<file path="src/rtl/dits_pkg.sv">
// Shared constants for the Morse dit/dah front end: symbol codes, FSM states and
// run-length thresholds in time units (one unit = one bigclk sample).
package dits_pkg;

  localparam int CODE_W     = 3;
  localparam int DITS_CNT_W = 4;
  localparam int DAH_MIN    = 3;
  localparam int LETTER_GAP = 3;
  localparam int WORD_GAP   = 7;
  localparam int DAH_MAX    = 5;

  localparam logic [CODE_W-1:0] CODE_NONE       = 3'b000;
  localparam logic [CODE_W-1:0] CODE_DIT        = 3'b001;
  localparam logic [CODE_W-1:0] CODE_DAH        = 3'b010;
  localparam logic [CODE_W-1:0] CODE_LETTER_END = 3'b011;
  localparam logic [CODE_W-1:0] CODE_WORD_END   = 3'b100;
  localparam logic [CODE_W-1:0] CODE_ERROR      = 3'b101;

  typedef enum logic [1:0] {
    S_IDLE      = 2'd0,
    S_MARK      = 2'd1,
    S_SPACE     = 2'd2,
    S_WORD_DONE = 2'd3
  } state_t;

endpackage

</file>
<file path="src/rtl/dits_run_counter.sv">
// Saturating run-length counter: i_clear loads 1 (first sample of a new run),
// i_inc advances and sticks at the all-ones value.
module dits_run_counter #(
  parameter int CNT_W = 4
) (
  input  logic             clk,
  input  logic             reset,
  input  logic             i_clear,
  input  logic             i_inc,
  output logic [CNT_W-1:0] o_count
);

  localparam logic [CNT_W-1:0] LP_MAX = '1;

  logic [CNT_W-1:0] r_count;

  always_ff @(posedge clk) begin
    if (reset) begin
      r_count <= '0;
    end else if (i_clear) begin
      r_count <= CNT_W'(1);
    end else if (i_inc && (r_count != LP_MAX)) begin
      r_count <= r_count + CNT_W'(1);
    end
  end

  assign o_count = r_count;

endmodule

</file>
<file path="src/rtl/dits_machine.sv">
// Morse front end: classifies mark/space run lengths into one-cycle symbol codes.
// Optional DITS_ERR_EN: over-long marks report ERROR instead of DAH.
module dits_machine
  import dits_pkg::*;
#(
  parameter int CNT_W = DITS_CNT_W
) (
  input  logic        bigclk,
  input  logic        reset,
  input  logic        signal,
  output logic [2:0]  ditsdahs,
  output logic [1:0]  o_dbg_state
);

  localparam logic [CNT_W-1:0] LP_DAH_MIN   = CNT_W'(DAH_MIN);
  localparam logic [CNT_W-1:0] LP_LETTER_M1 = CNT_W'(LETTER_GAP - 1);
  localparam logic [CNT_W-1:0] LP_WORD_M1   = CNT_W'(WORD_GAP - 1);

  state_t            r_state;
  logic [CODE_W-1:0] r_code;
  logic [CNT_W-1:0]  w_count;
  logic              w_clear;
  logic              w_inc;

  function automatic logic [CODE_W-1:0] classify_mark(input logic [CNT_W-1:0] cnt);
    logic [CODE_W-1:0] code;
    code = (cnt < LP_DAH_MIN) ? CODE_DIT : CODE_DAH;
`ifdef DITS_ERR_EN
    if (cnt > CNT_W'(DAH_MAX)) code = CODE_ERROR;
`endif
    return code;
  endfunction

  // Every run starts by loading 1; staying in the same run level increments.
  always_comb begin
    w_clear = 1'b0;
    w_inc   = 1'b0;
    case (r_state)
      S_MARK:  begin w_inc = signal;  w_clear = ~signal; end
      S_SPACE: begin w_inc = ~signal; w_clear = signal;  end
      default: w_clear = signal;
    endcase
  end

  dits_run_counter #(.CNT_W(CNT_W)) u_run_counter (
    .clk     (bigclk),
    .reset   (reset),
    .i_clear (w_clear),
    .i_inc   (w_inc),
    .o_count (w_count)
  );

  always_ff @(posedge bigclk) begin
    if (reset) begin
      r_state <= S_IDLE;
      r_code  <= CODE_NONE;
    end else begin
      r_code <= CODE_NONE;
      case (r_state)
        S_MARK: begin
          if (!signal) begin
            r_state <= S_SPACE;
            r_code  <= classify_mark(w_count);
          end
        end
        S_SPACE: begin
          if (signal) begin
            r_state <= S_MARK;
          end else if (w_count == LP_LETTER_M1) begin
            r_code <= CODE_LETTER_END;
          end else if (w_count == LP_WORD_M1) begin
            r_code  <= CODE_WORD_END;
            r_state <= S_WORD_DONE;
          end
        end
        default: begin
          if (signal) r_state <= S_MARK;
        end
      endcase
    end
  end

  assign ditsdahs    = r_code;
  assign o_dbg_state = r_state;

endmodule

</file>
<file path="config.mk">
export PLATFORM = sky130hd
export DESIGN_NAME = dits_machine
export DESIGN_NICKNAME = d
export VERILOG_FILES = /design/src/rtl/dits_pkg.sv /design/src/rtl/dits_run_counter.sv /design/src/rtl/dits_machine.sv
export SDC_FILE = /design/constraint.sdc
export NUM_CORES = 1
export LEC_CHECK = 0
export CORE_MARGIN = 2
export CORE_UTILIZATION = 25
export CTS_CLUSTER_SIZE = 30
export DETAILED_ROUTE_END_ITERATION = 6
export PLACE_DENSITY_LB_ADDON = 0.3
export SYNTH_ARGS = -nofsm -noshare
export SYNTH_HDL_FRONTEND = slang
export SYNTH_SLANG_ARGS = --single-unit
</file>
<file path="constraint.sdc">
create_clock -name bigclk -period 2.85 [get_ports bigclk]
set_input_delay 0.57 -clock bigclk [delete_from_list [all_inputs] [get_ports bigclk]]
set_output_delay 0.57 -clock bigclk [all_outputs]
set_load 0.05 [all_outputs]
</file>
-- After elaboration in Yosys (flattened, before gate mapping)
Index checks and enable logic that the tools add are counted.
- bits in registers: 9
- output and inout bits: 5
- add/sub/neg operators: 1
- order comparisons: 1
- equal/unequal tests: 8
- muxes and demuxes: 16
- bitwise logic cells: 1
- reductions and logical operators: 5
- operators by type and width (cell ; number):
    2-bit 2-to-1 mux ; 7
    3-bit 2-to-1 mux ; 3
    3-bit != test, second input constant ; 2
    3-bit one-hot mux with 2 select lines ; 1
    4-bit by 1-bit adder with 4-bit output, second input constant ; 1
    4-bit by 2-bit == test with 1-bit output, second input constant ; 1
    4-bit by 3-bit == test with 1-bit output, second input constant ; 1
    4-bit by 2-bit less-than comparator with 1-bit output, second input constant ; 1
    4-bit != test, second input constant ; 1
    2-bit one-hot mux with 2 select lines ; 1
    4-bit AND reduction ; 1
    1-bit 2-to-1 mux ; 3
    3-bit nonzero test ; 1
    2-bit by 1-bit == test with 1-bit output, second input constant ; 1
    2-bit == test, second input constant ; 1
    2-bit != test, second input constant ; 1
    1-bit one-hot mux with 2 select lines ; 1
    2-bit nonzero test ; 1
    2-bit OR reduction ; 1
    1-bit logical AND ; 1
    1-bit NOT ; 1

-- Longest topological paths before layout
Gate-level depths: netlist (run 1).
- word-level depth: 5
- mapped depth: 5

-- Modules after synthesis
From an unflattened synthesis (run 1), not the netlist that was laid out.
- cells, all modules: 62
- area, all modules: 531.8 µm²
- by module, submodules not included (module ; instances ; cells an instance ; area an instance (µm²) ; sequential area each (µm²)):
    dits_machine ; 1 ; 40 ; 336.6 ; 100.1
    dits_run_counter ; 1 ; 22 ; 195.2 ; 80.1

-- Worst setup path after synthesis (run 1)
OpenSTA, ideal clock, no wires.
- path kind: reg2reg
- start point: reg r_state[1] (netlist: o_dbg_state[1])
- end point: reg r_code[0] (netlist: ditsdahs[0])
- setup time: 86 ps
- arrival time: 1727 ps
- required time: 2764 ps
- slack: 1038 ps
- cell stages (with the launch flop): 5
- path buffers: 0
- clock period less this slack: 1812 ps
- path through: dfxtp_1 -> ha_1 -> nand2b_4 -> or4b_4 -> a211oi_1
- word-level cells in the longest chain between the ends: 2
- ends and longest elaborated chain (element ; RTL line ; text):
    start: declaration ; dits_machine.sv:19 ; state_t r_state;
    start signal: assignment ; dits_machine.sv:55 ; r_state <= S_IDLE;
    start signal: assignment ; dits_machine.sv:62 ; r_state <= S_SPACE;
    start signal: assignment ; dits_machine.sv:68 ; r_state <= S_MARK;
    2-bit == test / 2-bit by 1-bit == test with 1-bit output (equally long branches) ; dits_machine.sv:59 ; case (r_state)
    3-bit one-hot mux with 2 select lines (*) ; dits_machine.sv:59 ;
    end signal: assignment ; dits_machine.sv:63 ; r_code <= classify_mark(w_count);
    end: declaration ; dits_machine.sv:20 ; logic [CODE_W-1:0] r_code;
Every way passes the cells marked *; elsewhere a longest branch is shown, timed or not.
A chain may end at the register's enable or synchronous reset.

-- Worst setup path in the final report (run 1)
- start point: reg r_state[0] (netlist: o_dbg_state[0])
- end point: out o_dbg_state[0]
- RTL lines (element ; RTL line ; text):
    end: declaration ; dits_machine.sv:12 ; output logic [1:0] o_dbg_state
No word-level cell between the ends.

==> results of run 1 <==
==> state kept, by name, indices dropped and copies added, names as in the netlist <==
name / flops
u_run_counter.o_count: 4
o_dbg_state: 2
ditsdahs: 3
==> through the flow <==
step                util, %  power [W]  std cells  hold WS, ns  cell area (um^2)
finish                 33.0   0.000340         94        0.521               653
global route           33.0   0.000365         94        0.564               653
CTS                    33.0   0.000348         94        0.526               653
detailed placement     31.6   0.000247         90        0.517               627
global placement       31.6   0.000245         90        0.517               627
floorplan                 -   0.000219         57        0.487               527
==> cells by family (layout without fill, tap and decap cells) <==
logic type / after synthesis / count (layout)
and+or+nand+nor: 21 / 21
AOI/OAI and AO/OA: 11 / 11
DFF: 9 / 9
buffers and inverters: 7 / 17
adders and majority gates: 5 / 5
muxes: 3 / 3
xor gates and xnor gates: 1 / 1
==> where the power goes <==
group | internal [W] | total, W | leakage [nW] | switching [W]
registers | 0.000134 | 0.000143 | 0.0731 | 0.00000898
logic | 0.0000419 | 0.000100 | 0.145 | 0.0000581
clock network | 0.0000539 | 0.0000969 | 0.0150 | 0.0000430
==> cells in the final DEF (no fill, tap or decap) <==
cell,n
o221a_2,1
mux2_2,1
or3_1,3
ha_1,5
or4b_4,1
a21oi_1,2
a31oi_1,1
a211oi_1,2
nand3_1,1
nor4_1,2
inv_1,6
mux2i_1,2
dfxtp_1,9
nor2_1,2
and2b_2,1
nand2_1,1
and3_1,1
nor3_1,1
clkbuf_4,3
or2b_1,1
clkbuf_1,1
clkdlybuf4s50_1,7
nand2b_1,4
xnor2_1,1
o31ai_1,1
nor3b_1,1
o21ai_0,3
nand2b_4,1
nand3b_1,1
a211o_2,1
==> final timing paths <==
path / from / to / slack (ns) / depth (start not counted)
worst max register to register: o_dbg_state[1] / u_run_counter.o_count[0] / 1.24 / 5
worst min-delay path: o_dbg_state[1] / o_dbg_state[1] / 0.52 / 2
worst min register to register: o_dbg_state[1] / o_dbg_state[1] / 0.52 / 2
worst max-delay path: o_dbg_state[0] / o_dbg_state[0] / 0.82 / 1
==> area by class of cell <==
class | instances | area, um^2 | area share, %
Clock buffer | 4 | 26.3 | 4.02
Multi-Input combinational cell | 41 | 320 | 49.0
Tap cell | 27 | 33.8 | 5.17
Inverter | 6 | 22.5 | 3.45
Sequential cell | 9 | 180 | 27.6
Timing Repair Buffer | 7 | 70.1 | 10.7
==> metal layers <==
layer | vias to the layer above | GRT usage, %
met5 | - | 0
met4 | 0 | 5.56
met3 | 2 | 4.55
met2 | 9 | 12.9
met1 | 172 | 10.3
li1 | 222 | -
==> flow_summary.toml, run 1 <==
[route]
avgViaCountPerCell = 4.31
top_layer_used = "met4"
num_vias = 405
post-route-drc-count = 0
routedLengthMet1_um = 450
detailed_route_wirelength_on_metal3_um = 37
route.final.wire_length_um = 947
drt_iter0_drc = 13
dr.pass1.iters = 4
drtAntennaViolNets = 0
routed_wire_length_per_instance_um = 10.1
detailed_routed_wire_length_on_met2_um = 444

[yosys]
synthTopCellsByCount = "9 x dfxtp_1, 6 x inv_1, 5 x ha_1"
synth_top_area_cell = "dfxtp_1"
net_count_of_the_mapped_netlist = 65
synth_compound_area_share_pct = 14.3
synth_area_leaders = "dfxtp_1 34%, ha_1 12%, nand2b_1 4.8%"
synth_top_family_by_area = "simple AND/OR/NAND/NOR gates"
asr_flop_ratio_synth_pct = 0
edff_count_synth = 0
synth_flop_cell = "dfxtp_1"
syn-cell-area_um2 = 527
syn_inst = 57
synth_top_cell_area_share_pct = 34.2
synth_xor_xnor_area_share_pct = 1.66
synthMostInstantiatedCell = "dfxtp_1"
number_of_synthesis_warnings = 0
synthDistinctLibCells = 28
syn_avg_cell_area_um2 = 9.24
synth-seq-cells = 9
post_synth_and_or_nand_nor_area_fraction_pct = 27.1
yosys-mux-area-fraction_pct = 5.94
yosys.area_share.adder_pct = 11.9
seq_area_frac_synth_pct = 34.2

[clock_network]
clock-sinks = 9
cts.clk_slew.worst_paths_ns = 0.06
clk_path_buf_depth = 2
post_cts.repair.setup_buffers = 0
clock_tree_from_tritoncts = "yes"
clkLatencyLatePin_ns = 0.26
hold_bufs_at_cts = 0
h-tree-depth = 1
cell_at_the_root_of_the_clock_tree = "clkbuf_4"
cts-buffers-inserted = 3
number_of_gates_resized_after_cts = 0

[setup_path]
critPathMaxFanout = 4
timing.setup.critical_path_class = "reg2out"
timing.critical_path.buf_inv = 1
slowest_delay_ns = 0.82
critPathLaunchType = "register"
timing.critical_path.required_ns = 2.28
end_kind = "primary output"
cp_cell_instances = "clkdlybuf4s50_1"
cp.arrival_ns = 1.46
cpMaxStageDelayCell = "clkdlybuf4s50_1"
timing.critical_path.max_delay_family = "buffers and inverters"

[min_path]
min_path_type = "reg2reg"

[global_routing]
grt_overflow = 0
first_global_vias = 345
grt_pass1_wl_um = 1580
grt_antenna_before_repair = 0
global_route.usage.total_pct = 8.92
largest_net_degree_at_the_start_of_global_routing = 10

[place]
dpl.hpwl_um = 758
final_estimated_routing_congestion_in_global_placement = 0.733
setup_slack_placement_ns = 0.737
port_buffers = 7

[floorplanning]
boundaryPins = 8
initial_core_util_pct = 26.6
floorplan.rows = 16
core_region_area_mm2 = 0.00198
die_w_um = 49.9
die_h_um = 49.9
die_area_mm2 = 0.00249

[run]
drv_cap = 0

[sta]
unrepaired_setup_endpoints_after_global_routing = "false"
worst_slew_pin_slew_ns = 0.542
achievable-frequency_mhz = 492
layout_min_cycle_time_ns = 2.03
relSlewSlack_pct = 62.8
fin_worst_skew_ns = 0.00151
layout_worst_path_cycle_share_pct = 71.3
final_max_slew_viol_count = 0
setup_viol_count_final = 0
hold_viol_final = 0
totalNegativeSetupSlack_ns = 0
setup_ws_ns = 0.819

[status]
run_status = "finished, final reports clean"

[power]
pwr_density_cell_mw_per_mm2 = 521
power.static_leakage_nw = 0.233
vdd_ir_drop_max_v = 0.000211

[final_layout]
insertedDiodeCount = 0
relative_area_change_from_synthesis_to_final_layout_pct = 24.0
final.fill_count = 213
layout-drive-gt1-share_pct = 13.4
fin_nets = 76
Power figures use the tool's default switching activity.
==> run 2, diff against run 1 <==
clock period = 1.95 ns   (was 2.85 ns; I/O delays follow)
==> run 2 against run 1 <==
Sequential power up 46%. Non-clock buffer count up 2. Final area up 2.3%. Global-route usage up 0.42 points. Register-to-register slack worse by 0.85 ns. Combinational power up 52%. Highest routed layer unchanged. Via count up 8.4%. Critical endpoint is now o_dbg_state[1]. Worst setup slack worse by 0.72 ns.
==> flow_summary.toml, run 2 (synthesis results as in run 1) <==
[sta]
fin_worst_skew_ns = 0.00863
relSlewSlack_pct = 67.3
achievable-frequency_mhz = 539
final_max_slew_viol_count = 0
setup_ws_ns = 0.0944
hold_viol_final = 0
worst_slew_pin_slew_ns = 0.489
layout_worst_path_cycle_share_pct = 95.2
totalNegativeSetupSlack_ns = 0
unrepaired_setup_endpoints_after_global_routing = "false"
layout_min_cycle_time_ns = 1.86
setup_viol_count_final = 0

[clock_network]
cell_at_the_root_of_the_clock_tree = "clkbuf_4"
cts.clk_slew.worst_paths_ns = 0.07
number_of_gates_resized_after_cts = 0
h-tree-depth = 1
clk_path_buf_depth = 2
clkLatencyLatePin_ns = 0.26
hold_bufs_at_cts = 0
post_cts.repair.setup_buffers = 0
clock-sinks = 9
cts-buffers-inserted = 3
clock_tree_from_tritoncts = "yes"

[global_routing]
first_global_vias = 367
global_route.usage.total_pct = 9.34
grt_overflow = 0
grt_antenna_before_repair = 0
largest_net_degree_at_the_start_of_global_routing = 10
grt_pass1_wl_um = 1680

[floorplanning]
die_h_um = 49.9
die_area_mm2 = 0.00249
boundaryPins = 8
core_region_area_mm2 = 0.00198
floorplan.rows = 16
die_w_um = 49.9
initial_core_util_pct = 26.6

[final_layout]
layout-drive-gt1-share_pct = 15.9
layout_common_cells = "9 x dfxtp_1, 7 x clkdlybuf4s50_1, 6 x inv_1"
largest_reg_flops = 4
finalCoreUtilization_pct = 33.7
insertedDiodeCount = 0
final_common_cell = "dfxtp_1"
fin_nets = 78
relative_area_change_from_synthesis_to_final_layout_pct = 26.8

[setup_path]
critPathMaxFanout = 4
timing.setup.critical_path_class = "reg2out"
cpMaxStageDelayCell = "clkdlybuf4s50_1"
critPathLaunchType = "register"
end_kind = "primary output"
slowest_delay_ns = 0.82
cp_cell_instances = "clkdlybuf4s50_1"
timing.critical_path.required_ns = 1.56
timing.critical_path.max_delay_family = "buffers and inverters"
critical_path.reg2reg.startpoint = "o_dbg_state[1]"
cp.arrival_ns = 1.47
timing.critical_path.buf_inv = 1
worstSetupStartpoint = "o_dbg_state[1]"

[min_path]
min_path_type = "reg2reg"
min_from = "u_run_counter.o_count[1]"

[route]
drtAntennaViolNets = 0
dr.pass1.iters = 4
avgViaCountPerCell = 4.57
post-route-drc-count = 0
route.final.wire_length_um = 1010
drt_iter0_drc = 8
num_vias = 439
routed_wire_length_per_instance_um = 10.5

[power]
vdd_ir_drop_max_v = 0.000270
power.static_leakage_nw = 0.242
pwr_density_cell_mw_per_mm2 = 758

[status]
run_status = "finished, final reports clean"

[place]
setup_slack_placement_ns = 0.0751
dpl.hpwl_um = 766
port_buffers = 7
final_estimated_routing_congestion_in_global_placement = 0.752

[run]
drv_cap = 0
run 2: changes by cell type in the layout (fill, tap and decap cells not counted):
cell and change:
buf_4 +2
run 2: routing by layer:
layer / routed length [um] / track usage, %
met1: 510 / 12.3
met2: 436 / 12.7
met3: 45 / 4.55
met4: 14 / 4.17
met5: 0 / 0
run 2: final timing paths:
kind / end / cells past startpoint / slack (ns)
hold reg to reg: u_run_counter.o_count[1] / 2 / 0.52
setup reg to reg: u_run_counter.o_count[0] / 6 / 0.39
hold / removal: u_run_counter.o_count[1] / 2 / 0.52
setup / recovery: o_dbg_state[1] / 1 / 0.09
run 2: power breakdown:
| part | internal [W] | switching [W] |
|---|---|---|
| Clock | 0.0000788 | 0.0000668 |
| Combinational | 0.0000664 | 0.0000855 |
| Sequential | 0.000196 | 0.0000124 |
run 2: final cells by class:
| cell class | count | area, um^2 |
|---|---|---|
| fill | 213 | 1310 |
| clock buffer | 4 | 26.3 |
| sequential | 9 | 180 |
| timing repair buffer | 9 | 85.1 |
| multi-input combinational | 41 | 320 |
| inverter | 6 | 22.5 |
| tap | 27 | 33.8 |
run 2: per-stage QoR:
| stage | hold WS [ns] | cell area [um^2] | total power (W) | std cells |
|---|---|---|---|---|
| after floorplan | 0.487 | 527 | 0.000320 | 57 |
| after global placement | 0.504 | 642 | 0.000363 | 92 |
| after detailed placement | 0.519 | 642 | 0.000366 | 92 |
| after CTS | 0.529 | 668 | 0.000516 | 96 |
| after global routing | 0.570 | 668 | 0.000545 | 96 |
| final | 0.524 | 668 | 0.000506 | 96 |
run 2: worst min-delay path: cells and delay by family (launching register included):
family | cells | cell delay [ns]
DFF | 1 | 0.34
AOI/OAI and AO/OA | 2 | 0.14
